--- config.mk ---
export PLATFORM = sky130hd
export DESIGN_NAME = cnn_conv_stream
export DESIGN_NICKNAME = d
export VERILOG_FILES = /design/src/rtl/cnn_pkg.sv /design/src/rtl/cnn_line_buffer.sv /design/src/rtl/cnn_conv_stream.sv
export SDC_FILE = /design/constraint.sdc
export NUM_CORES = 2
export LEC_CHECK = 0
export BUFFER_PORTS_ARGS = -buffer_cell sky130_fd_sc_hd__buf_2
export CAP_MARGIN = 20
export CORE_ASPECT_RATIO = 1.4
export CORE_UTILIZATION = 65
export DETAILED_ROUTE_END_ITERATION = 16
export PLACE_DENSITY = 0.9
export SYNTH_ARGS = -nofsm -noshare
export SYNTH_HDL_FRONTEND = slang
export SYNTH_HIERARCHICAL = 1
export SYNTH_SLANG_ARGS = --single-unit
--- constraint.sdc ---
create_clock -name clk -period 5.7 [get_ports clk]
set_clock_uncertainty 0.05 [all_clocks]
set_input_delay 0 -clock clk [delete_from_list [all_inputs] [get_ports clk]]
set_output_delay 0 -clock clk [all_outputs]
set_load 0.05 [all_outputs]
--- src/rtl/cnn_pkg.sv ---
// Shared types and helpers for the streaming convolution engine.
package cnn_pkg;

  typedef enum logic [1:0] {
    IDLE  = 2'd0,
    RUN   = 2'd1,
    DRAIN = 2'd2,
    DONE  = 2'd3
  } state_e;

  // Config word index of the bias register for a KxK kernel.
  function automatic int cfg_bias_idx(input int k);
    return k * k;
  endfunction

  localparam int CFG_BIAS_IDX = cfg_bias_idx(3);

  // Smallest accumulator width that holds a full-precision KxK sum of products.
  function automatic int acc_min_width(input int dw, input int ww, input int k);
    return dw + ww + 1 + $clog2(k * k);
  endfunction

endpackage

--- src/rtl/cnn_line_buffer.sv ---
// (K-1) rows of IMG_W pixels; each write returns the K-tall column ending at the new pixel.
module cnn_line_buffer #(
  parameter int DATA_WIDTH = 8,
  parameter int K          = 3,
  parameter int IMG_W      = 28
) (
  input  logic                          clk,
  input  logic                          we_i,
  input  logic [$clog2(IMG_W)-1:0]      col_i,
  input  logic [DATA_WIDTH-1:0]         data_i,
  output logic [DATA_WIDTH-1:0]         col_o [K]
);

  logic [DATA_WIDTH-1:0] mem_q [K-1][IMG_W];

  // col_o[0] is the current row, col_o[K-1] the oldest row.
  always_comb begin
    col_o[0] = data_i;
    for (int j = 1; j < K; j++) col_o[j] = mem_q[j-1][col_i];
  end

  always_ff @(posedge clk) begin
    if (we_i) begin
      mem_q[0][col_i] <= data_i;
      for (int j = 1; j < K - 1; j++) mem_q[j][col_i] <= mem_q[j-1][col_i];
    end
  end

endmodule

--- src/rtl/cnn_conv_stream.sv ---
// Streaming KxK convolution with ReLU and a two-stage MAC pipeline.
// Optional bias register is compiled in with CNN_CONV_BIAS_EN.
module cnn_conv_stream
  import cnn_pkg::*;
#(
  parameter int DATA_WIDTH = 8,
  parameter int WGT_WIDTH  = 8,
  parameter int ACC_WIDTH  = 32,
  parameter int K          = 3,
  parameter int IMG_W      = 28,
  parameter int IMG_H      = 28
) (
  input  logic                         clk,
  input  logic                         rst_n,
  input  logic                         cfg_we,
  input  logic [$clog2(K*K+1)-1:0]     cfg_addr,
  input  logic [31:0]                  cfg_wdata,
  input  logic                         start,
  input  logic                         relu_en,
  output logic                         busy,
  output logic                         done,
  input  logic                         s_valid,
  output logic                         s_ready,
  input  logic [DATA_WIDTH-1:0]        s_data,
  output logic                         m_valid,
  input  logic                         m_ready,
  output logic [ACC_WIDTH-1:0]         m_data,
  output logic                         m_last
);

  localparam int AW       = $clog2(K*K+1);
  localparam int CW       = $clog2(IMG_W);
  localparam int RW       = $clog2(IMG_H+1);
  localparam int PW       = DATA_WIDTH + WGT_WIDTH + 1;
  localparam int SUM_W    = acc_min_width(DATA_WIDTH, WGT_WIDTH, K);
  localparam int BIAS_IDX = cfg_bias_idx(K);

  state_e                       state_q;
  logic                         busy_q, done_q, relu_q;
  logic [CW-1:0]                col_q;
  logic [RW-1:0]                row_q;
  logic signed [WGT_WIDTH-1:0]  wgt_q [K*K];
  logic [DATA_WIDTH-1:0]        win_q [K][K];
  logic                         win_valid_q, win_last_q;
  logic signed [PW-1:0]         prod_q [K*K];
  logic                         s1_valid_q, s1_last_q;
  logic                         m_valid_q, m_last_q;
  logic signed [ACC_WIDTH-1:0]  m_data_q;

  logic [DATA_WIDTH-1:0]        col_px [K];
  logic                         advance, pix_hs, last_px, win_ok;
  logic signed [SUM_W-1:0]      sum_full;
  logic signed [ACC_WIDTH-1:0]  bias, result;

  // Valid/ready: a transfer happens on a rising edge where valid && ready; the producer
  // holds data stable until then. The whole pipeline moves only when stage 2 can empty.
  assign advance = !m_valid_q || m_ready;
  assign s_ready = (state_q == RUN) && advance;
  assign pix_hs  = s_valid && s_ready;
  assign last_px = (row_q == RW'(IMG_H-1)) && (col_q == CW'(IMG_W-1));
  assign win_ok  = (row_q >= RW'(K-1)) && (col_q >= CW'(K-1));

  assign busy    = busy_q;
  assign done    = done_q;
  assign m_valid = m_valid_q;
  assign m_last  = m_last_q;
  assign m_data  = m_data_q;

  cnn_line_buffer #(.DATA_WIDTH(DATA_WIDTH), .K(K), .IMG_W(IMG_W)) u_line_buffer (
    .clk    (clk),
    .we_i   (pix_hs),
    .col_i  (col_q),
    .data_i (s_data),
    .col_o  (col_px)
  );

  always_ff @(posedge clk or negedge rst_n) begin
    if (!rst_n) begin
      state_q <= IDLE;
      busy_q  <= 1'b0;
      done_q  <= 1'b0;
      relu_q  <= 1'b0;
      col_q   <= '0;
      row_q   <= '0;
    end else begin
      done_q <= 1'b0;
      unique case (state_q)
        IDLE: if (start) begin
          state_q <= RUN;
          busy_q  <= 1'b1;
          relu_q  <= relu_en;
          col_q   <= '0;
          row_q   <= '0;
        end
        RUN: if (pix_hs) begin
          if (col_q == CW'(IMG_W-1)) begin
            col_q <= '0;
            row_q <= row_q + RW'(1);
          end else begin
            col_q <= col_q + CW'(1);
          end
          if (last_px) state_q <= DRAIN;
        end
        DRAIN: if (m_valid_q && m_ready && m_last_q) begin
          state_q <= DONE;
          busy_q  <= 1'b0;
          done_q  <= 1'b1;
        end
        DONE:    state_q <= IDLE;
        default: state_q <= IDLE;
      endcase
    end
  end

  always_ff @(posedge clk or negedge rst_n) begin
    if (!rst_n) begin
      for (int i = 0; i < K*K; i++) wgt_q[i] <= '0;
    end else if (cfg_we && !busy_q) begin
      for (int i = 0; i < K*K; i++)
        if (cfg_addr == AW'(i)) wgt_q[i] <= cfg_wdata[WGT_WIDTH-1:0];
    end
  end

`ifdef CNN_CONV_BIAS_EN
  logic signed [ACC_WIDTH-1:0] bias_q;
  always_ff @(posedge clk or negedge rst_n) begin
    if (!rst_n) bias_q <= '0;
    else if (cfg_we && !busy_q && cfg_addr == AW'(BIAS_IDX)) bias_q <= cfg_wdata[ACC_WIDTH-1:0];
  end
  assign bias = bias_q;
`else
  logic unused_cfg_hi;
  assign unused_cfg_hi = ^cfg_wdata[31:WGT_WIDTH];
  assign bias = '0;
`endif

  always_comb begin
    sum_full = '0;
    for (int i = 0; i < K*K; i++) sum_full = sum_full + SUM_W'(prod_q[i]);
    result = ACC_WIDTH'(sum_full) + bias;
    if (relu_q && result[ACC_WIDTH-1]) result = '0;
  end

  // Window, product and output registers form one lock-step pipeline; bubbles travel as valid=0.
  always_ff @(posedge clk or negedge rst_n) begin
    if (!rst_n) begin
      for (int r = 0; r < K; r++)
        for (int c = 0; c < K; c++) win_q[r][c] <= '0;
      for (int i = 0; i < K*K; i++) prod_q[i] <= '0;
      win_valid_q <= 1'b0;
      win_last_q  <= 1'b0;
      s1_valid_q  <= 1'b0;
      s1_last_q   <= 1'b0;
      m_valid_q   <= 1'b0;
      m_last_q    <= 1'b0;
      m_data_q    <= '0;
    end else if (advance) begin
      if (pix_hs) begin
        for (int r = 0; r < K; r++) begin
          for (int c = 0; c < K - 1; c++) win_q[r][c] <= win_q[r][c+1];
          win_q[r][K-1] <= col_px[K-1-r];
        end
      end
      win_valid_q <= pix_hs && win_ok;
      win_last_q  <= pix_hs && last_px;
      for (int i = 0; i < K*K; i++)
        prod_q[i] <= PW'($signed({1'b0, win_q[i/K][i%K]})) * PW'(wgt_q[i]);
      s1_valid_q <= win_valid_q;
      s1_last_q  <= win_last_q;
      m_valid_q  <= s1_valid_q;
      m_last_q   <= s1_last_q;
      if (s1_valid_q) m_data_q <= result;
    end
  end

endmodule
# --- Word level (Yosys, flattened, before mapping) ---
# Memories as Yosys holds them, arrays and structs flattened.
# Cells that the tools add are included.
totals:
  register_bits: 350
  ramBits: 448
  inputBits: 51
  wordCells: 145
  mem_count: 1
memory_table:
  columns: ["name", "words", "width", "read_ports", "rd_clocked_by_memory_dff", "write_ports", "line", "rtl"]
  rows:
  - ["u_line_buffer.mem_q", 2, 224, 2, 0, 2, "cnn_line_buffer.sv:14", "logic [DATA_WIDTH-1:0] mem_q [K-1][IMG_W];"]
op_classes:
  addsub: 10
  n_mul: 9
  order_cmp: 4
  eq_ne: 18
  muxes: 28
  bitwise: 1
  n_reduce_logical: 34
ops:
  columns: ["cell", "count"]
  rows:
  - ["$mux W224", 1]
  - ["$mul A9 B8 Y17", 9]
  - ["$add A21 B17 Y21", 4]
  - ["$bmux W8 S5", 2]
  - ["$demux W8 S5", 1]
  - ["$mux W8", 5]
  - ["$mux W32", 1]
  - ["$mux W5", 5]
  - ["$reduce_and A2 Y1", 12]
  - ["$add A20 B17 Y21", 1]
  - ["$add A19 B17 Y20", 1]
  - ["$pmux W5 S2", 2]
  - ["$add A18 B17 Y19", 1]
  - ["$add A17 B17 Y18", 1]
  - ["$eq A4 B3 Y1 const B", 4]
  - ["$logic_and A1 B1 Y1", 11]
  - ["$add A5 B1 Y5 const B", 2]
  - ["$eq A5 B5 Y1 const B", 2]
  - ["$ge A5 B2 Y1 const B", 2]
  - ["$eq A4 B2 Y1 const B", 2]
  - ["$mux W2", 4]
  - ["$ne A2 B2 Y1 const B", 4]
  - ["$pmux W2 S4", 1]
  - ["$reduce_and A4 Y1", 2]
  - ["other kinds (16)", 24]

# --- Depth between registers and ports, before layout ---
logic_depth:
  depth_word: 10
  depth_mapped: 20
  depth_no_buf: 19

# --- Cells and area by module ---
# Netlist, hierarchy kept.
modules_own_cells:
  columns: ["module", "n_inst", "cells_each", "area_per_inst_um2"]
  rows:
  - ["cnn_conv_stream", 1, 3735, 36223.5]
  - ["cnn_line_buffer", 1, 954, 17465.5]

# --- Worst setup path before layout ---
# OpenSTA, ideal clock, no wires.
synth_timing:
  path_kind: "register to register"
  start: "register prod_q[104] (netlist bit)"
  end: "register m_data_q[5], in the netlist m_data[5]"
  setup_ps: 104
  arrival_time_ps: 4435
  required_ps: 5546
  slack_ps: 1111
  path_stages_with_launch: 18
  path_buffers: 1
  synth_period_minus_slack_ps: 4589
  cell_sequence: "dfrtp_1 > fa_1 > fa_1 > fa_1 > inv_1 > fa_1 > inv_1 > ha_1 > inv_1 > fa_1 > nand2b_1 > a21oi_1 > o21ai_2 > o21a_1 > a211oi_2 > nor2b_1 > buf_6 > o41ai_4"
synth_via:
  elab_chain_cells: 9
synth_rtl:
  columns: ["element", "line", "rtl"]
  rows:
  - ["from (decl)", "cnn_conv_stream.sv:45", "logic signed [PW-1:0] prod_q [K*K];"]
  - ["from (signal, indexed assignment)", "cnn_conv_stream.sv:167", "prod_q[i] <= PW'($signed({1'b0, win_q[i/K][i%K]})) * PW'(wgt_q[i]);"]
  - ["$add A18 B17 Y19 (*)", "cnn_conv_stream.sv:139", "for (int i = 0; i < K*K; i++) sum_full = sum_full + SUM_W'(prod_q[i]);"]
  - ["$add A19 B17 Y20 (*)", "cnn_conv_stream.sv:139", null]
  - ["$add A20 B17 Y21 (*)", "cnn_conv_stream.sv:139", null]
  - ["$add A21 B17 Y21 (*) (4 in series)", "cnn_conv_stream.sv:139", null]
  - ["$logic_and A1 B1 Y1", "cnn_conv_stream.sv:141", "if (relu_q && result[ACC_WIDTH-1]) result = '0;"]
  - ["$mux W32 (*)", "cnn_conv_stream.sv:141", null]
  - ["to (signal assigned)", "cnn_conv_stream.sv:172", "if (s1_valid_q) m_data_q <= result;"]
  - ["to (decl)", "cnn_conv_stream.sv:48", "logic signed [ACC_WIDTH-1:0] m_data_q;"]
# Mark *: on every way between the ends. The rest lies on a longest branch, timed or not.
# A chain may end at the register's enable or synchronous reset.

# --- Worst setup path after layout ---
layout_timing:
  start: "register prod_q[2] (netlist bit)"
  end: "register m_data_q[1], in the netlist m_data[1]"
layout_via:
  elab_chain_cells: 3
layout_rtl:
  columns: ["element", "line"]
  rows:
  - ["$add A21 B17 Y21", "cnn_conv_stream.sv:139"]
  - ["$logic_and A1 B1 Y1", "cnn_conv_stream.sv:141"]
  - ["$mux W32", "cnn_conv_stream.sv:141"]
# No other way between the ends.

==> results.toml <==
[detailed_routing]
top_layer = "met4"
wl_um = 134000
drc_errors = 0
vias = 36732
drtIter0Drc = 3440
vias_per_cell = 6.25
route.met2.wl_um = 67300
wl_per_cell_um = 22.9
wl_met3_um = 11000
drtAntennaViolNets = 0
wl_met1_um = 45100
drt-pass1-iter-count = 7

[layout]
fin_cells = 5877
postLayoutCellArea_um2 = 58100
area_growth_pct = 8.18
ff_latch_area_um2 = 21900
multi_input_area_um2 = 28500
n_fill_cell = 5026
layout-drive-gt1-share_pct = 9.63
fin_nets = 5656

[clock_tree]
clock_latency_ps = 690
cts_max_path_buffers = 3
cts_root_buf = "clkbuf_16"
cts_max_level = 3
clkTransAtPathRegs_ps = 70
cts_resized = 0
cts_sinks = 787
cts_tree = "built"
cts_inserted_buffers = 77

[placement]
dp_cells = 5704
place_area_um2 = 55100
dp_slack_ps = 568
post-dp-hpwl_um = 94000
port_buffers = 63
gp_congestion = 0.960

[sta]
hold_viol = 0
finalWorstSetupSlack_ps = 470
whs_ps = 21.6
relSlewSlack_pct = 30.9
finalSetupViolCount = 0
finalCriticalPeriod_ps = 5230
drv_slew = 0
setup_tns_ps = 0
rsz0062_at_grt = "false"
finalCritPeriodShare_pct = 91.7
worstMarginPinSlew_ps = 1040
max_freq_mhz = 191

[synth]
syn_avg_cell_area_um2 = 11.4
yosys_warnings = 6
synth_common_cells = "inv_1, nand2_1, fa_1"
ys_async_sr_fraction_pct = 43.1
synth_top_family_by_area = "adder cells"
yosysTopAreaCellShare_pct = 25.1
syn_inst = 4689
syn-num-nets = 5611
netlist_area_um2 = 53700
ys_seq_area_share_pct = 40.9
yosys.area_share.simple_pct = 11.0
synthMuxAreaShare_pct = 7.42
synth_ff_type = "edfxtp_1"
yosysTopAreaCell = "edfxtp_1"
synth_compound_area_share_pct = 6.30
synth-edff-count = 448
yosysMostFrequentCell = "inv_1"
synth_fa_ha_area_share_pct = 26.7
synth_xor_area_share_pct = 1.52
synth.area.top_cells = "edfxtp_1, fa_1, dfrtp_1, ha_1, inv_1"
ys_types = 70
ys_ff_latch = 787

[power]
ir_worst_vdd_mv = 1.09
powerDensity_nw_per_um2 = 430
p_leak_uw = 0.0262

[grt]
grt_pass1_vias = 38709
antenna_found_initial = 5
grt_max_degree = 138
grt-ovfl-total = 0
grt_pass1_wl_um = 212000
track_usage_pct = 33.2

[setup_path]
endpoint_kind = "register"
path_cells = "inv_1, fa_1, inv_1, fa_1, fa_1, inv_1, fa_1, inv_1, ha_1, inv_1, fa_1, nand2b_1, a21oi_1, o21ai_2, a21oi_1, a211oi_2, nor2b_1, buf_4, o21ai_0"
cp_max_fo = 11
worst-setup-path-type = "reg -> reg"
worstPathRequired_ps = 6180
cp.arrival_ps = 5710
startpoint_type = "register"
crit_slowest_cell = "fa_1"
crit_path_max_incr_delay_ps = 550

[floorplan]
dieHeight_um = 342
start_util_pct = 65.7
die_w_um = 245
core_um2 = 81800
die_area_um2 = 83800
io_pins = 88
rows = 124

[flow_run]
max_cap_viol_count = 0

[min_path]
worstHoldPathType = "in -> reg"

[run_status]
status = "completed"
## flip-flops by register name, summed over array words and instances, names as in the netlist
signal / flops
u_line_buffer/mem_q: 448
prod_q: 153
wgt_q: 72
win_q: 72
m_data: 21
col_q: 5
row_q: 5
state_q: 2
busy: 1
done: 1
m_last: 1
m_valid: 1
relu_q: 1
s1_last_q: 1
s1_valid_q: 1
win_last_q: 1
win_valid_q: 1
## per-stage QoR
step | power [µW] | util [%]
global route | 26400 | 71.0
finish | 25000 | 71.0
global placement | 18700 | 67.4
CTS | 24800 | 71.0
floorplan | 15900 | -
detailed placement | 19300 | 67.4
## layer usage
layer / GRT usage [%] / vias up
met1: 37.4 / 18454
met5: 0 / -
met4: 24.4 / 0
met2: 56.4 / 1966
li1: - / 15728
met3: 6.23 / 584
## final cells by class
type,instances,area share (%)
Antenna cell,7,0.0302
Clock buffer,86,3.46
Clock inverter,58,1.17
Inverter,656,4.24
Multi-Input combinational cell,3058,49.1
Sequential cell,787,37.8
Tap cell,1071,2.31
Timing Repair Buffer,154,1.96
## power breakdown
group	internal (µW)	total, µW	switching [µW]
Clock	3020	5390	2370
Sequential	6920	8140	1220
Combinational	4410	11500	7060
Total	14300	25000	10700
## layout by cell type, fill, tap and decap left out, drive strengths merged, types with 32 or more instances in the layout
cell type  count
a21o          32
a21oi        141
a22oi         69
and2         290
buf          133
clkbuf        86
clkinv        36
dfrtp        339
edfxtp       448
fa           455
ha           416
inv          660
mux2         148
mux2i        182
nand2        473
nand2b        75
nand3         81
nor2         161
o21ai        119
o31ai         40
xnor2         49
xor2          44
## critical path: cells and delay by family (launching register included)
kind / cells / cell delay (ps)
DFF: 1 / 330
adders and majority gates: 6 / 2540
buffers and inverters: 6 / 650
and+or+nand+nor: 2 / 730
AOI/OAI and AO/OA: 5 / 780
## final timing paths
kind | slack, ps | end | start | cells after the start
min in group asynchronous | 460 | win_q[17]$_DFFE_PN0P_ | rst_n | 3
worst min-delay path | 20 | wgt_q[15]$_DFFE_PN0P_ | cfg_addr[1] | 4
worst max register to register | 470 | m_data[1]$_DFFE_PN0P_ | prod_q[2]$_DFFE_PN0N_ | 19
worst max-delay path | 470 | m_data[1]$_DFFE_PN0P_ | prod_q[2]$_DFFE_PN0N_ | 19
worst min register to register | 420 | m_data[12]$_DFFE_PN0P_ | m_data[12]$_DFFE_PN0P_ | 2
max in group asynchronous | 3560 | win_q[6]$_DFFE_PN0P_ | rst_n | 4
## kinds of logic (layout without fill, tap and decap cells)
logic type                 count (synthesis)  after routing
DFF                                      787            787
AOI/OAI and AO/OA                        528            528
buffers and inverters                    844            954
muxes                                    352            352
and+or+nand+nor                         1214           1214
xor gates and xnor gates                  93             93
other                                      0              7
adders and majority gates                871            871
## what timing repair did
action                    in CTS  in global routing
hold buffers                  21                  0
hold endpoints to repair     409                  0
setup buffers                  0                  0
Note: power is estimated with default switching activity, not from simulation.
